`src/rtl/framebuffer_scanner.sv`:
```
// Read-side sequencer for a 1-cycle-latency frame RAM: sweeps addresses 0..DEPTH-1
// and streams the words out as a valid/ready pixel stream through a 2-entry skid FIFO.
module framebuffer_scanner #(
  parameter int unsigned SIZE  = 8,
  parameter int unsigned DEPTH = 256
) (
  input  logic                       clk,
  input  logic                       rst_n,
  input  logic                       start,
  input  logic                       abort,
  output logic [$clog2(DEPTH)-1:0]   raddr,
  input  logic [SIZE-1:0]            read_data,
  output logic [SIZE-1:0]            pix_data,
  output logic                       pix_valid,
  input  logic                       pix_ready,
  output logic                       pix_first,
  output logic                       pix_last,
  output logic                       busy,
  output logic                       frame_done
);

  localparam int unsigned AW = $clog2(DEPTH);

  typedef enum logic [1:0] {
    S_IDLE  = 2'd0,
    S_SCAN  = 2'd1,
    S_DRAIN = 2'd2
  } state_t;

  state_t          r_state;
  state_t          w_state_nxt;

  logic [AW-1:0]   r_raddr;
  logic            r_inflight;
  logic            r_inf_first;
  logic            r_inf_last;
  logic [SIZE-1:0] r_fifo_data [2];
  logic [1:0]      r_fifo_first;
  logic [1:0]      r_fifo_last;
  logic            r_wr_ptr;
  logic            r_rd_ptr;
  logic [1:0]      r_count;
  logic            r_frame_done;

  logic            w_pop;
  logic            w_push;
  logic [2:0]      w_occ;
  logic            w_issue;
  logic            w_addr_last;
  logic            w_head_last;
  logic            w_last_xfer;

  // Issue only while words in the FIFO plus the one in flight leave room after this pop.
  assign w_pop       = (r_count != 2'd0) & pix_ready;
  assign w_push      = r_inflight;
  assign w_occ       = 3'(r_count) + 3'(r_inflight) - 3'(w_pop);
  assign w_issue     = (r_state == S_SCAN) & (w_occ < 3'd2);
  assign w_addr_last = (r_raddr == AW'(DEPTH - 1));
  assign w_head_last = r_fifo_last[r_rd_ptr];
  assign w_last_xfer = w_pop & w_head_last;

  always_ff @(posedge clk or negedge rst_n) begin
    if (!rst_n) r_state <= S_IDLE;
    else        r_state <= w_state_nxt;
  end

  always_comb begin
    w_state_nxt = r_state;
    if (abort) begin
      w_state_nxt = S_IDLE;
    end else begin
      case (r_state)
        S_IDLE:  if (start) w_state_nxt = S_SCAN;
        S_SCAN:  if (w_issue && w_addr_last) w_state_nxt = S_DRAIN;
        S_DRAIN: if (w_last_xfer) w_state_nxt = S_IDLE;
        default: w_state_nxt = S_IDLE;
      endcase
    end
  end

  // Address sweep, in-flight tracking and the 2-entry output FIFO.
  always_ff @(posedge clk or negedge rst_n) begin
    if (!rst_n) begin
      r_raddr      <= '0;
      r_inflight   <= 1'b0;
      r_inf_first  <= 1'b0;
      r_inf_last   <= 1'b0;
      r_fifo_first <= '0;
      r_fifo_last  <= '0;
      r_wr_ptr     <= 1'b0;
      r_rd_ptr     <= 1'b0;
      r_count      <= '0;
      r_frame_done <= 1'b0;
      for (int i = 0; i < 2; i++) r_fifo_data[i] <= '0;
    end else if (abort) begin
      r_raddr      <= '0;
      r_inflight   <= 1'b0;
      r_wr_ptr     <= 1'b0;
      r_rd_ptr     <= 1'b0;
      r_count      <= '0;
      r_frame_done <= 1'b0;
    end else begin
      r_frame_done <= (r_state == S_DRAIN) & w_last_xfer;
      r_inflight   <= w_issue;
      if (w_issue) begin
        r_inf_first <= (r_raddr == '0);
        r_inf_last  <= w_addr_last;
        // Wrap to 0 after the final issue so raddr never leaves the frame range.
        r_raddr     <= w_addr_last ? '0 : AW'(r_raddr + AW'(1));
      end
      if (w_push) begin
        r_fifo_data[r_wr_ptr]  <= read_data;
        r_fifo_first[r_wr_ptr] <= r_inf_first;
        r_fifo_last[r_wr_ptr]  <= r_inf_last;
        r_wr_ptr               <= ~r_wr_ptr;
      end
      if (w_pop) r_rd_ptr <= ~r_rd_ptr;
      r_count <= 2'(r_count + 2'(w_push) - 2'(w_pop));
    end
  end

  assign raddr      = r_raddr;
  assign pix_valid  = (r_count != 2'd0);
  assign pix_data   = r_fifo_data[r_rd_ptr];
  assign pix_first  = pix_valid & r_fifo_first[r_rd_ptr];
  assign pix_last   = pix_valid & w_head_last;
  assign busy       = (r_state != S_IDLE);
  assign frame_done = r_frame_done;

endmodule
```
`config.mk`:
```
export PLATFORM = sky130hd
export DESIGN_NAME = framebuffer_scanner
export DESIGN_NICKNAME = d
export VERILOG_FILES = /design/src/rtl/framebuffer_scanner.sv
export SDC_FILE = /design/constraint.sdc
export NUM_CORES = 1
export LEC_CHECK = 0
export ABC_AREA = 1
export BUFFER_PORTS_ARGS = -buffer_cell sky130_fd_sc_hd__buf_2
export CORE_MARGIN = 2
export CORE_UTILIZATION = 40
export CTS_BUF_LIST = sky130_fd_sc_hd__clkbuf_2 sky130_fd_sc_hd__clkbuf_4 sky130_fd_sc_hd__clkbuf_8
export DETAILED_ROUTE_END_ITERATION = 8
export PLACE_DENSITY_LB_ADDON = 0.15
export RECOVER_POWER = 50
export SLEW_MARGIN = 25
export SYNTH_ARGS = -nofsm -noshare
export SYNTH_HDL_FRONTEND = slang
export SYNTH_SLANG_ARGS = --single-unit
export TNS_END_PERCENT = 100
```
`constraint.sdc`:
```
create_clock -name clk -period 3.1 [get_ports clk]
set_input_delay 0 -clock clk [delete_from_list [all_inputs] [get_ports clk]]
set_output_delay 0 -clock clk [all_outputs]
set_load 0.02 [all_outputs]
```
# Word-level counts from Yosys, hierarchy flattened
# Cells that the tools add are included.
# word_totals
register_bits	38
output_inout_bits	21
in_bits	13
wordCells	84
# op_classes
eq_ne	6
reduce_logical	13
addsub	5
order_cmp	7
bitwise	11
muxes	29
# op_table
operator	count
8-bit two-way mux	7
16-bit bitwise mux	1
1-bit two-way mux	11
2-bit two-way mux	5
2-bit nonzero test	5
8-bit by 1-bit adder with 8-bit output, second input constant	1
8-bit demux with 1-bit select	1
8-bit == test, second input constant	1
8-bit logical NOT	1
1-bit bitwise AND	6
3-bit inequality test, second input constant	2
2-bit one-hot mux with 3 select lines	1
2-bit bitwise mux	2
2-bit greater-or-equal comparator, second input constant	2
1-bit by 2-bit < comparator with 1-bit output, second input constant	2
1-bit inverter with 2-bit output	2
2-bit AND reduction	2
2-bit by 1-bit adder with 3-bit output	1
1-bit logical AND	3
3-bit by 2-bit < comparator with 1-bit output, second input constant	1
3-bit by 2-bit inequality test with 1-bit output, second input constant	1
1-bit inverter	3
3-bit AND reduction	1
3-bit by 1-bit subtractor with 3-bit output	1
other kinds (8)	8

# Depth between registers and ports, before layout
# logic_depth
ltp_word	9
ltp_mapped	15
ltp_nobuf	15

# Least setup slack after synthesis
# Ideal clock, no wire load.
# synth_timing
path_type	register -> register
from	register r_count[1]
to	register r_raddr[5] (netlist: raddr[5])
path_stages_with_launch	14
t_arrival_ps	2237
path_slack_ps	798
period_less_slack_ps	2302
path_buffers	0
path_cell_list	dfrtp_1 nor2_1 nor2_2 ha_1 inv_1 ha_1 inv_1 fa_1 inv_1 nor2_2 nand3_2 nor2_4 nand3_1 nand2_1
# synth_between
elab_chain_cells	6
elab_cells_between_ends	7
classes_between	add/sub (2); order compare (1); bitwise (2); reduce/logical (2)
# synth_lines
item	line	rtl
from (decl)	42	logic [1:0] r_count;
from (signal assigned)	118	r_count <= 2'(r_count + 2'(w_push) - 2'(w_pop));
branches (longest 2 deep; another with 2-bit by 1-bit adder with 3-bit output)	-	
3-bit by 1-bit subtractor with 3-bit output (*)	56	assign w_occ = 3'(r_count) + 3'(r_inflight) - 3'(w_pop);
3-bit by 2-bit < comparator with 1-bit output (*)	57	assign w_issue = (r_state == S_SCAN) & (w_occ < 3'd2);
1-bit bitwise AND (*)	57	
2-bit nonzero test (no line) (*)	-	
to (signal assigned)	109	r_raddr <= w_addr_last ? '0 : AW'(r_raddr + AW'(1));
to (decl)	33	logic [AW-1:0] r_raddr;
# Every way passes the cells marked *.
# A chain may end at the register's enable or synchronous reset.

# Worst setup path in the final report
# layout_timing
from	register r_count[1]
to	register r_raddr[1] (netlist: raddr[1])
# The elaborated chain is that of the path after synthesis.

==> impl_results.md <==
* Layout area overhead at 22.1%
* DP HPWL at 2.58 mm
* Cells after synthesis at 228
* Global-route wire length before repair at 6.68 mm
* Setup TNS at 0 ns
* H-tree depth at 2
* Most common cell in the synthesized netlist: nand2_1
* Inserted Clock Buffers at 5
* I/O Buffers at 33
* Power Dens Cells at 793 mW/mm^2
* Lkg Pwr at 1.19 nW
* Clk Tree Root Cell: clkbuf_8
* Final Max Slew Viols at 39
* Top-area cell type share of the netlist area at 0.518
* WP buf/inv at 3
* Status: complete, but fails checks
* Number of flops mapped to enable cells by yosys at 0
* Area of the core at 0.00438 mm^2
* Post-synth top flop: dfrtp_1
* GRT busiest layer: met2
* GP Congestion at 0.832
* Syn_area_per_cell at 8.05 um^2
* GRT met2 Usage at 0.247
* Full die area at 0.00515 mm^2
* Fill count at 463
* TritonCTS clock tree: built
* Final std cells w/o fill at 325
* First-pass DRT Iterations at 4
* WHS at 0.0955 ns
* Vias in the first global route at 1456
* Crit path cell chain: nor2_1 -> nor2_2 -> ha_1 -> inv_1 -> ha_1 -> inv_1 -> fa_1 -> inv_1 -> nor2_2 -> nand3_2 -> nor2_4 -> nand2_1 -> o21ai_0
* Ratio of cells with drive above 1 in the final layout at 0.132
* Fraction of registers with async set/reset at 1.00
* Worst setup SP type: flop
* Net switching power at 0.661 mW
* Worst-path maximum fanout at 7
* IO Count at 34
* Fin Clk Skew at 0.00343 ns
* Flip-flop and latch area at 951 um^2
* Total wire length at 3.73 mm
* Global-route usage over all layers at 0.171
* Clk pwr share at 0.241
* Worst hold path class: in2reg
* Main area contributors after synthesis: dfrtp_1 52%, nand2_1 16%, o21ai_0 7.4%
* Worst slew pin tran at 1.99 ns
* Slew margin rel. at -0.326
* Seq pwr share at 0.413
* Routed vias at 1525
* Post-synthesis cell area at 0.00184 mm^2
* Max-Cap Viols at 1
* Critical path capture point type: flop
* Post-CTS Resized at 0
* Post-CTS Setup Bufs at 0
* Die height at 71.7 um
* Maximum vdd ir drop at 0.370 mV
* Cell accounting for the most synthesized area: dfrtp_1
* Synth Warn # at 0
* Seq/Total Area, Yosys at 0.518
* DRT iter0 DRCs at 56
* Family with the most delay on the worst path: simple AND/OR/NAND/NOR gates
* F_max at 393 MHz
* Worst path max stage delay at 0.49 ns
* WP data arrival at 2.76 ns
* Unique masters post-synth at 24
* Antenna viol nets, final at 0
* CP max stage cell: fa_1
* Sw Share at 0.372
* Vias per cell at 4.69
* Dpl cells at 308
* Die extent in x at 71.7 um
* Internal at 1.12 mW
* Endpoints failing setup at 0
* Multi-input logic area at 733 um^2
* GRT overflow at 0
* Crit-path most repeated cell: inv_1
* Post-synth top cells: 77 x nand2_1, 38 x dfrtp_1, 32 x inv_1
* CTS clk-pin slew, worst paths at 0.07 ns
* Worst-Skew Late Latency at 0.30 ns
* Period utilisation layout at 0.820
* Initial antenna violation count at 0
* Synth Register Bits at 38
* GR Util met1 at 0.239
* Worst path required time at 3.31 ns
* Crit Path Class: reg2reg
* Combinational Power Share at 0.346
* RSZ-0062 raised after global routing: no
* Wire length per cell at 11.5 um
* CTS sink cnt at 38
* Tmin final at 2.54 ns
* GRT met3 Usage at 0.0563
* Starting Density at 0.419
* Failing checks: capacitance limit, slew limit
* CTS max path bufs at 2
* Drt drc at 0
* Final hold vios at 0
* Largest net degree at the start of global routing at 39
* Antenna Cells at 0
* # nets final at 291
* Post-synth net total at 246
* Row count at 24
* Total Power at 1.78 mW
## power by group through the flow
stage | combinational (mW) | clock, mW | sequential [mW]
after detailed placement | 0.620 | 0 | 0.743
after global placement | 0.608 | 0 | 0.741
after CTS | 0.631 | 0.439 | 0.734
after global routing | 0.713 | 0.466 | 0.760
final | 0.615 | 0.428 | 0.735
after floorplan | 0.451 | 0 | 0.723
## stage by stage
step | utilization | worst slack [ns] | instance area [um^2]
floorplan | - | 0.798 | 1840
global placement | 0.466 | 0.619 | 2040
detailed placement | 0.466 | 0.539 | 2040
CTS | 0.514 | 0.513 | 2250
global route | 0.511 | 0.269 | 2240
finish | 0.511 | 0.557 | 2240
## path summary, 6_finish.rpt
check	slack [ns]	to	startpoint	depth (start not counted)
min	0.1	r_rd_ptr$_DFFE_PN0P_	pix_ready	4
max	0.56	raddr[1]$_DFFE_PN0P_	r_count[1]$_DFF_PN0_	13
max in group asynchronous	1.16	frame_done$_DFF_PN0_	rst_n	2
min reg2reg	0.49	r_fifo_data[2]$_DFFE_PN0P_	r_fifo_data[2]$_DFFE_PN0P_	2
max reg2reg	0.56	raddr[1]$_DFFE_PN0P_	r_count[1]$_DFF_PN0_	13
min in group asynchronous	0.80	r_fifo_data[9]$_DFFE_PN0P_	rst_n	2
## state kept, by name, indices dropped and copies added (netlist names), 2 cells and up
name	cells
raddr	8
r_fifo_data	16
r_fifo_last	2
r_state	2
r_count	2
r_fifo_first	2
## logic make-up after synthesis
logic type      Yosys count  share of synthesized area
fa+ha+maj                 5                     0.0382
buf+inv                  39                     0.0825
compound gates           33                     0.0920
flops                    38                      0.518
xor+xnor                  4                     0.0191
simple gates            109                      0.250
## timing repair
item	4_1_cts	5_1_grt
endpoints found under the setup margin	0	0
hold endpoints to repair	56	0
hold buffers	10	0
## final cells by class
cell class / count / share of cell area
Inverter: 34 / 0.0570
Timing Repair Buffer: 43 / 0.112
Clock buffer: 6 / 0.0369
Sequential cell: 38 / 0.424
Clock inverter: 1 / 0.0134
Multi-Input combinational cell: 151 / 0.327
Tap cell: 52 / 0.0290
## tightest hold or removal path, stage by stage
cell and delay (ns):
buf_2 0.08, inv_1 0.04, nor2_2 0.15, a21oi_1 0.09
## placed cells by master, fill, tap and decap left out
cell,Yosys,layout
ha_1,4,4
nor4_1,1,1
nand3_1,10,10
nor3_1,2,2
nand3b_1,1,1
bufinv_16,0,1
nor2_1,10,10
inv_1,32,32
inv_2,2,2
buf_2,3,22
a21oi_1,4,4
o21ai_0,27,27
dfrtp_1,38,38
fa_1,1,1
dlygate4sd3_1,0,10
nand2_1,77,77
clkbuf_1,1,11
a21boi_1,1,1
nand3_2,1,1
clkbuf_8,0,6
nand4_1,3,3
xor2_1,3,3
nor2_2,3,3
nor2_4,1,1
o22ai_1,1,1
xnor2_1,1,1
## routing by layer
| layer | vias up | part of all wire | wire length [um] |
|---|---|---|---|
| met1 | 696 | 0.49 | 1840 |
| met4 | 0 | 0.020 | 74 |
| li1 | 797 | - | - |
| met5 | - | 0 | 0 |
| met3 | 6 | 0.054 | 200 |
| met2 | 26 | 0.43 | 1610 |
(Power assumes the default switching activity.)
